--- config.mk ---
export PLATFORM = sky130hd
export DESIGN_NAME = pong_game_ctrl
export DESIGN_NICKNAME = d
export VERILOG_FILES = /design/src/rtl/pong_game_ctrl.sv
export SDC_FILE = /design/constraint.sdc
export NUM_CORES = 1
export LEC_CHECK = 0
export BUFFER_PORTS_ARGS = -buffer_cell sky130_fd_sc_hd__buf_4
export CAP_MARGIN = 5
export CORE_ASPECT_RATIO = 0.6
export CORE_MARGIN = 3
export CORE_UTILIZATION = 52
export CTS_CLUSTER_DIAMETER = 50
export DETAILED_ROUTE_END_ITERATION = 6
export PLACE_DENSITY = 0.81
export SKIP_LAST_GASP = 1
export SYNTH_ARGS = -nofsm -noshare
export SYNTH_HDL_FRONTEND = slang
export SYNTH_SLANG_ARGS = --single-unit
--- constraint.sdc ---
create_clock -name clk -period 2.3 [get_ports clk]
set_input_delay 0.23 -clock clk [delete_from_list [all_inputs] [get_ports clk]]
set_output_delay 0.23 -clock clk [all_outputs]
set_load 0.05 [all_outputs]
--- src/rtl/pong_game_ctrl.sv ---
// ---------------------------------------------------------------------------
// pong_game_ctrl
//
// Game-sequencing controller for the single-player paddle/ball datapath.
// Runs the game state machine (idle, serve delay, play, miss pause, game
// over). It gates ball/paddle motion, commands ball re-centring, schedules
// ball speed-up from paddle hits, and keeps score, lives and high score.
// All outputs are registered, so they update one clock after the input that
// caused the change.
//
// Ports
//   clk              pixel clock
//   reset            asynchronous, active-high reset
//   i_refresh_tick   one-cycle pulse per frame (vertical-blank start)
//   i_start          one-cycle debounced start-button pulse
//   i_paddle_hit     one-cycle pulse, ball struck paddle
//   i_ball_miss      one-cycle pulse, ball passed right edge
//   o_state          IDLE=0, SERVE=1, PLAY=2, MISS=3, OVER=4
//   o_run            1 = datapath may move ball/paddle (PLAY only)
//   o_ball_reset     1 = datapath holds ball and paddle at home position
//   o_speed          ball velocity magnitude, unsigned
//   o_hit_count      paddle hits this game (score), saturating
//   o_high_score     best hit_count since reset
//   o_lives          remaining lives
//   o_game_over      1 while in OVER
// ---------------------------------------------------------------------------
module pong_game_ctrl #(
   parameter int SPEED_INIT     = 2,
   parameter int SPEED_MAX      = 6,
   parameter int HITS_PER_LEVEL = 5,
   parameter int SERVE_FRAMES   = 60,
   parameter int MISS_FRAMES    = 90,
   parameter int OVER_FRAMES    = 300,
   parameter int LIVES_INIT     = 3,
   parameter int CNT_W          = 11
) (
   input  logic             clk,
   input  logic             reset,
   input  logic             i_refresh_tick,
   input  logic             i_start,
   input  logic             i_paddle_hit,
   input  logic             i_ball_miss,
   output logic [2:0]       o_state,
   output logic             o_run,
   output logic             o_ball_reset,
   output logic [9:0]       o_speed,
   output logic [CNT_W-1:0] o_hit_count,
   output logic [CNT_W-1:0] o_high_score,
   output logic [2:0]       o_lives,
   output logic             o_game_over
);

   typedef enum logic [2:0] {
      S_IDLE  = 3'd0,
      S_SERVE = 3'd1,
      S_PLAY  = 3'd2,
      S_MISS  = 3'd3,
      S_OVER  = 3'd4
   } state_t;

   localparam int LVL_W = $clog2(HITS_PER_LEVEL) + 1;

   localparam logic [9:0]       SPEED_INIT_V = 10'(SPEED_INIT);
   localparam logic [9:0]       SPEED_MAX_V  = 10'(SPEED_MAX);
   localparam logic [2:0]       LIVES_INIT_V = 3'(LIVES_INIT);
   localparam logic [9:0]       SERVE_LAST   = 10'(SERVE_FRAMES - 1);
   localparam logic [9:0]       MISS_LAST    = 10'(MISS_FRAMES - 1);
   localparam logic [9:0]       OVER_LAST    = 10'(OVER_FRAMES - 1);
   localparam logic [LVL_W-1:0] LEVEL_LAST   = LVL_W'(HITS_PER_LEVEL - 1);
   localparam logic [CNT_W-1:0] HIT_SAT      = '1;

   state_t           r_state;
   logic             r_run;
   logic             r_ball_reset;
   logic             r_game_over;
   logic [9:0]       r_speed;
   logic [9:0]       r_frame_cnt;
   logic [CNT_W-1:0] r_hit_count;
   logic [CNT_W-1:0] r_high_score;
   logic [2:0]       r_lives;
   logic [LVL_W-1:0] r_level_hits;

   // Terminal-count detects for the three timed states; the transition fires
   // on the refresh tick that arrives while the counter sits at N-1.
   logic w_serve_done;
   logic w_miss_done;
   logic w_over_done;
   logic w_hit_sat;
   logic w_level_up;
   logic w_last_life;
   logic w_new_high;

   assign w_serve_done = (r_frame_cnt == SERVE_LAST);
   assign w_miss_done  = (r_frame_cnt == MISS_LAST);
   assign w_over_done  = (r_frame_cnt == OVER_LAST);
   assign w_hit_sat    = (r_hit_count == HIT_SAT);
   assign w_level_up   = (r_level_hits == LEVEL_LAST);
   assign w_last_life  = (r_lives == 3'd1);
   assign w_new_high   = (r_hit_count > r_high_score);

   always_ff @(posedge clk or posedge reset) begin
      if (reset) begin
         r_state      <= S_IDLE;
         r_run        <= 1'b0;
         r_ball_reset <= 1'b1;
         r_game_over  <= 1'b0;
         r_speed      <= SPEED_INIT_V;
         r_frame_cnt  <= '0;
         r_hit_count  <= '0;
         r_high_score <= '0;
         r_lives      <= LIVES_INIT_V;
         r_level_hits <= '0;
      end else begin
         case (r_state)
            S_IDLE: begin
               if (i_start) begin
                  r_state      <= S_SERVE;
                  r_lives      <= LIVES_INIT_V;
                  r_hit_count  <= '0;
                  r_speed      <= SPEED_INIT_V;
                  r_level_hits <= '0;
                  r_frame_cnt  <= '0;
               end
            end

            S_SERVE: begin
               if (i_refresh_tick) begin
                  if (w_serve_done) begin
                     r_state      <= S_PLAY;
                     r_frame_cnt  <= '0;
                     r_run        <= 1'b1;
                     r_ball_reset <= 1'b0;
                  end else begin
                     r_frame_cnt <= r_frame_cnt + 10'd1;
                  end
               end
            end

            S_PLAY: begin
               // A miss takes priority; a hit in the same cycle is dropped.
               if (i_ball_miss) begin
                  r_lives      <= r_lives - 3'd1;
                  r_frame_cnt  <= '0;
                  r_run        <= 1'b0;
                  r_ball_reset <= 1'b1;
                  if (w_last_life) begin
                     r_state     <= S_OVER;
                     r_game_over <= 1'b1;
                     if (w_new_high) begin
                        r_high_score <= r_hit_count;
                     end
                  end else begin
                     r_state      <= S_MISS;
                     r_speed      <= SPEED_INIT_V;
                     r_level_hits <= '0;
                  end
               end else if (i_paddle_hit) begin
                  if (!w_hit_sat) begin
                     r_hit_count <= r_hit_count + 1'b1;
                  end
                  // level_hits keeps cycling at top speed; only speed saturates.
                  if (w_level_up) begin
                     r_level_hits <= '0;
                     if (r_speed < SPEED_MAX_V) begin
                        r_speed <= r_speed + 10'd1;
                     end
                  end else begin
                     r_level_hits <= r_level_hits + 1'b1;
                  end
               end
            end

            S_MISS: begin
               if (i_refresh_tick) begin
                  if (w_miss_done) begin
                     r_state     <= S_SERVE;
                     r_frame_cnt <= '0;
                  end else begin
                     r_frame_cnt <= r_frame_cnt + 10'd1;
                  end
               end
            end

            S_OVER: begin
               // Score and lives stay visible until the next start.
               if (i_refresh_tick) begin
                  if (w_over_done) begin
                     r_state     <= S_IDLE;
                     r_frame_cnt <= '0;
                     r_game_over <= 1'b0;
                  end else begin
                     r_frame_cnt <= r_frame_cnt + 10'd1;
                  end
               end
            end

            default: begin
               // Encodings 5-7 recover to IDLE with safe outputs.
               r_state      <= S_IDLE;
               r_run        <= 1'b0;
               r_ball_reset <= 1'b1;
               r_game_over  <= 1'b0;
               r_frame_cnt  <= '0;
            end
         endcase
      end
   end

   assign o_state      = r_state;
   assign o_run        = r_run;
   assign o_ball_reset = r_ball_reset;
   assign o_speed      = r_speed;
   assign o_hit_count  = r_hit_count;
   assign o_high_score = r_high_score;
   assign o_lives      = r_lives;
   assign o_game_over  = r_game_over;

endmodule

* Word-level counts from Yosys, hierarchy flattened
Cells that the tools add are included.
** Cells by class
- $add $sub $neg :: 5
- Magnitude comparators :: 2
- Equality and inequality tests :: 26
- Mux-type cells :: 53
- Bitwise operators :: 2
- Reduce and logical (&&, ||, !) cells :: 13
** Operator list (number)
- $mux 10 :: 14
- $pmux 10 s5 :: 1
- $mux 11 :: 4
- $mux 3 :: 11
- $ne 2x2->1 const B :: 12
- $pmux 11 s2 :: 1
- $add 10x1->10 const B :: 2
- $mux 4 :: 5
- $pmux 10 s2 :: 1
- $pmux 3 s5 :: 1
- $reduce_and 5->1 :: 3
- $ne 3x3->1 const B :: 4
- $reduce_and 4->1 :: 3
- $add 11x1->11 const B :: 1
- $eq 11x11->1 const B :: 1
- $gt 11x11->1 :: 1
- $eq 10x6->1 const B :: 1
- $eq 10x7->1 const B :: 1
- $eq 10x9->1 const B :: 1
- $lt 10x3->1 const B :: 1
- $mux 1 :: 10
- $pmux 1 s3 :: 3
- $pmux 4 s2 :: 1
- $reduce_and 8->1 :: 1
- other kinds (13) :: 17
** Word-level totals
- Register bits :: 55
- Bits of input ports :: 6
- Output and inout port bits :: 41
- Logic and storage cells :: 111

* Longest topological paths before layout
- Word-level depth :: 6
- Mapped depth :: 8
- Gate-level depth less buffers :: 7

* Worst setup path before layout
Ideal clock, no wire load.
- Path type :: flip-flop to flip-flop
- Start point :: register r_hit_count[4] (netlist: o_hit_count[4])
- End point :: register r_high_score[0] (netlist: o_high_score[0])
- Setup time :: 0.128 ns
- Arrival time :: 2.299 ns
- Data required time :: 2.172 ns
- Setup slack :: -0.126 ns
- Cell stages (with the launch flop) :: 8
- Buffers on the path :: 1
- Period minus slack after synthesis :: 2.426 ns
- Cells stage by stage :: dfrtp_1 > ha_1 > a21o_1 > a21o_1 > a2111oi_0 > nor4_1 > buf_2 > mux2_1
** Between the ends
- Longest elaborated chain between the ends :: 2
** Ends and longest elaborated chain
- from (decl) :: RTL line 78 : logic [CNT_W-1:0] r_hit_count;
- from (signal assigned) :: RTL line 159 : r_hit_count <= r_hit_count + 1'b1;
- $gt 11x11->1 :: RTL line 99 : assign w_new_high = (r_hit_count > r_high_score);
- $reduce_and 4->1 (no source line)
- to (signal assigned) :: RTL line 150 : r_high_score <= r_hit_count;
- to (decl) :: RTL line 79 : logic [CNT_W-1:0] r_high_score;
No other way between the ends.
A chain may end at the register's enable or synchronous reset.

* Final worst setup path
- Start point :: register r_state[1] (netlist: o_state[1])
- End point :: register r_frame_cnt[9]
** Between the ends
- Longest elaborated chain between the ends :: 3
- Elaborated cells on any way between the ends :: 12
- Classes of those cells :: eq/ne (9); mux (1); reduce/logical (2)
** Ends and longest elaborated chain
- from (decl) :: RTL line 72 : state_t r_state;
- from (signal assigned) :: RTL line 103 : r_state <= S_IDLE;
- from (signal assigned) :: RTL line 117 : r_state <= S_SERVE;
- from (signal assigned) :: RTL line 129 : r_state <= S_PLAY;
- $eq 3x2->1 (tied with other cells) :: RTL line 114 : case (r_state)
- $ne 2x2->1 (no source line)
- $reduce_and 5->1 (no source line)
- to (signal assigned) :: RTL line 134 : r_frame_cnt <= r_frame_cnt + 10'd1;
- to (signal assigned) :: RTL line 179 : r_frame_cnt <= r_frame_cnt + 10'd1;
- to (signal assigned) :: RTL line 192 : r_frame_cnt <= r_frame_cnt + 10'd1;
- to (decl) :: RTL line 77 : logic [9:0] r_frame_cnt;
Parallel ways exist; a longest one is shown, timed or not.

==> key figures <==
STA
  – Worst slew pin tran: 0.613 ns
  – Crit path setup slack, layout: 0.0574 ns
  – Count of final setup violators: 0
  – Final min period: 2.24 ns
  – Fin crit share: 0.975
  – Fmax: 0.446 GHz
  – Hold_ws: -0.0188 ns
  – Max Clock Skew: between 0.006 and 0.007 ns
  – RSZ-0062 raised after global routing: yes
  – Setup TNS: 0 ns
  – Slew HR: 0.591
  – Final hold vios: 23
  – Final slew viol count: 0

Hold path
  – Min-delay worst type: in2async

Synth
  – Top-area cell type share of the netlist area: 0.405
  – Seq cells post-synth: 55
  – Register area share after synthesis: 0.438
  – Dominant cell type by area after synthesis: dfrtp_1
  – Cells after Synth: roughly 320
  – Post-Syn Nets: around 350
  – Synthesis Warnings: 0
  – Largest cells by area after synthesis: dfrtp_1, ha_1, dfstp_2, o21ai_0, mux2_2
  – Post-synth cell types: 53
  – Synth async-reset ratio: 1.00
  – Mapped Area: 3150 sq um
  – EDFF count, synth: 0
  – Ys flop type: dfrtp_1
  – Syn avg cell area: 9.73 sq um

Placement
  – Gpl congestion: 0.926
  – Buffers on Ports: 46
  – Place WS: -0.0765 ns
  – HPWL after DPL: 6.20 mm
  – Dpl cell area: 3800 sq um

Detailed routing
  – Via Count: between 2000 and 3000
  – Avg WL per Cell: 17.4 microns
  – DRT Pass-1 Iters: 5
  – Final ANT Viol Nets: 0
  – Detailed-route DRC error count: 0
  – Vias/cell: 6.01
  – Post-Route WL: 8.35 mm
  – DRT iter0 DRCs: about 280

Clock network
  – Clock Tree Root: clkbuf_8
  – Cts hold-fix bufs: 0
  – Worst-Skew Late Latency: 0.31 ns
  – Clock sink count: 55
  – H-Tree Depth: 2
  – CTS Buf Count: 5
  – TritonCTS clock tree: built
  – Clk buf depth: 2
  – Reg clk slew, reported paths: 0.11 ns

Floorplanning
  – Die H: approximately 66 microns
  – Total die area: 7060 sq um
  – Initial Util: 0.550
  – Cell Rows: 21
  – Overall die width: approximately 110 microns
  – IO Count: 47
  – Core ar.: approximately 5700 sq um

Power
  – Combinational Power Share: 0.319
  – LEAKAGE: 0.00183 uW
  – Sw frac: 0.378
  – Sw power: 978 uW
  – Seq pwr share: 0.468
  – Power per Cell Area: 652 nW/um^2
  – Total power: 2580 uW
  – Clock power frac: 0.213
  – Internal Power: 1610 uW
  – IR drop worst, VDD: 0.652 mV

Setup path
  – CP endpoint kind: flop
  – Crit path max-delay family: simple AND/OR/NAND/NOR gates
  – Crit start category: flop
  – Worst EP arrival: 2.48 ns
  – WS Path Type: reg2reg
  – Crit-path cells: or3b_1 -> a31oi_2 -> nor3_4 -> buf_4 -> or4_1 -> o211ai_1
  – Worst path bufs/invs: 1
  – CP peak stage delay: 0.51 ns
  – Max Fanout on Critical Path: 11
  – Crit path required time: between 2 and 3 ns
  – Slowest CP cell: dfrtp_1

Global route
  – GR Overflow Total: 0
  – Largest net degree at the start of global routing: 30
  – Initial antenna violation count: 0
  – First-pass GRT wire length: around 14 mm
  – Vias in the first global route: 2681
  – GRT Util Overall: 0.250

Layout
  – Ratio of cells with drive above 1 in the final layout: 0.322
  – Layout net count: approximately 430
  – Ant diodes: 0
  – Area delta synth->final: 25.8%
  – Final Util: 0.692
  – Post-route design area: 3970 sq um
  – Fillers: roughly 470

Run status
  – Failing checks: negative hold slack
  – Outcome: finished with violations

Run
  – Max Cap Violations: 0
-- placed cells by master, fill, tap and decap left out, types with 11 or more instances in the layout --
master / synthesis / routed
buf_4: 0 / 76
dfrtp_1: 51 / 36
nor2_1: 26 / 26
nand2_1: 22 / 22
inv_1: 22 / 21
o21ai_0: 21 / 21
ha_1: 19 / 19
dfrtp_2: 0 / 15
nand3_1: 13 / 13
nor2b_1: 12 / 12
nor3_1: 11 / 11
a21oi_1: 12 / 11
-- Yosys cell counts (all sizes together), types with 9 or more instances --
cell type	number
nand2	22
mux2	11
nand3	13
nor2b	12
a21oi	12
xnor2	9
dfrtp	51
nor3	12
inv	22
nor2	27
o21ai	22
ha	19
-- final cells by class --
cell class | instances | area [sq um] | area share
clock inverters | 3 | 18.8 | 0.00473
multi-input cells | 239 | 1700 | 0.430
clock buffers | 5 | 68.8 | 0.0174
repair buffers | 77 | 591 | 0.149
inverters | 22 | 82.6 | 0.0208
flip-flops and latches | 55 | 1400 | 0.353
well taps | 80 | 100 | 0.0252
-- logic make-up (layout without fill, tap and decap cells) --
group / count (synthesis) / in the layout / share of synthesized area
muxes: 18 / 18 / 0.0615
xor gates and xnor gates: 9 / 9 / 0.0250
DFF: 55 / 55 / 0.438
buffers and inverters: 31 / 107 / 0.0397
adders and majority gates: 19 / 19 / 0.0754
and+or+nand+nor: 125 / 126 / 0.220
AOI/OAI and AO/OA: 67 / 67 / 0.141
-- worst reg2reg max path, cell delays in order, from the launching register on --
cell,delay (ns)
dfrtp_1,0.51
or3b_1,0.48
a31oi_2,0.34
nor3_4,0.11
buf_4,0.16
or4_1,0.47
o211ai_1,0.10
-- through the flow --
stage               cells  hold WS, ns
finish                481      -0.0188
global route          481       0.0129
CTS                   477      0.00733
detailed placement    469        0.353
global placement      469        0.340
floorplan             324        0.390
-- metal layers --
layer  share of wire  global-route usage
met1            0.46               0.378
met2            0.44               0.371
met3           0.093              0.0449
met4          0.0078              0.0558
met5               0                   0
-- power groups by stage --
stage          Clock (uW)  Sequential, uW  Combinational (uW)
5_1_grt               601            1230                 883
3_3_place_gp            0            1220                 780
6_report              550            1210                 825
2_1_floorplan           0            1460                 279
4_1_cts               556            1210                 809
3_5_place_dp            0            1220                 804
-- state kept, by name, indices dropped and copies added, names as in the netlist --
| name | cells |
|---|---|
| o_state | 3 |
| o_game_over | 1 |
| o_hit_count | 11 |
| o_high_score | 11 |
| o_run | 1 |
| o_ball_reset | 1 |
| o_speed | 10 |
| r_level_hits | 4 |
| r_frame_cnt | 10 |
| o_lives | 3 |
-- worst paths after layout --
check	startpoint	to	slack, ns	cells after the start
worst min-delay path	reset	r_frame_cnt[2]$_DFFE_PP0P_	-0.02	2
worst max register to register	o_state[1]$_DFFE_PP0P_	r_frame_cnt[9]$_DFFE_PP0P_	0.06	6
worst max-delay path	o_state[1]$_DFFE_PP0P_	r_frame_cnt[9]$_DFFE_PP0P_	0.06	6
worst min register to register	o_run$_DFFE_PP0P_	o_run$_DFFE_PP0P_	0.52	2
min in group clk	i_ball_miss	o_lives[1]$_DFFE_PP1P_	0.22	2
max in group asynchronous	reset	o_speed[1]$_DFFE_PP1P_	1.68	3
-- what timing repair did --
item / in CTS / in global routing
setup buffers: 0 / 3
gates resized for setup: 2 / 5
pin swaps: 0 / 3
cloned: 0 / 1
setup endpoints to repair: 15 / 18
Note: power is estimated with default switching activity, not from simulation.
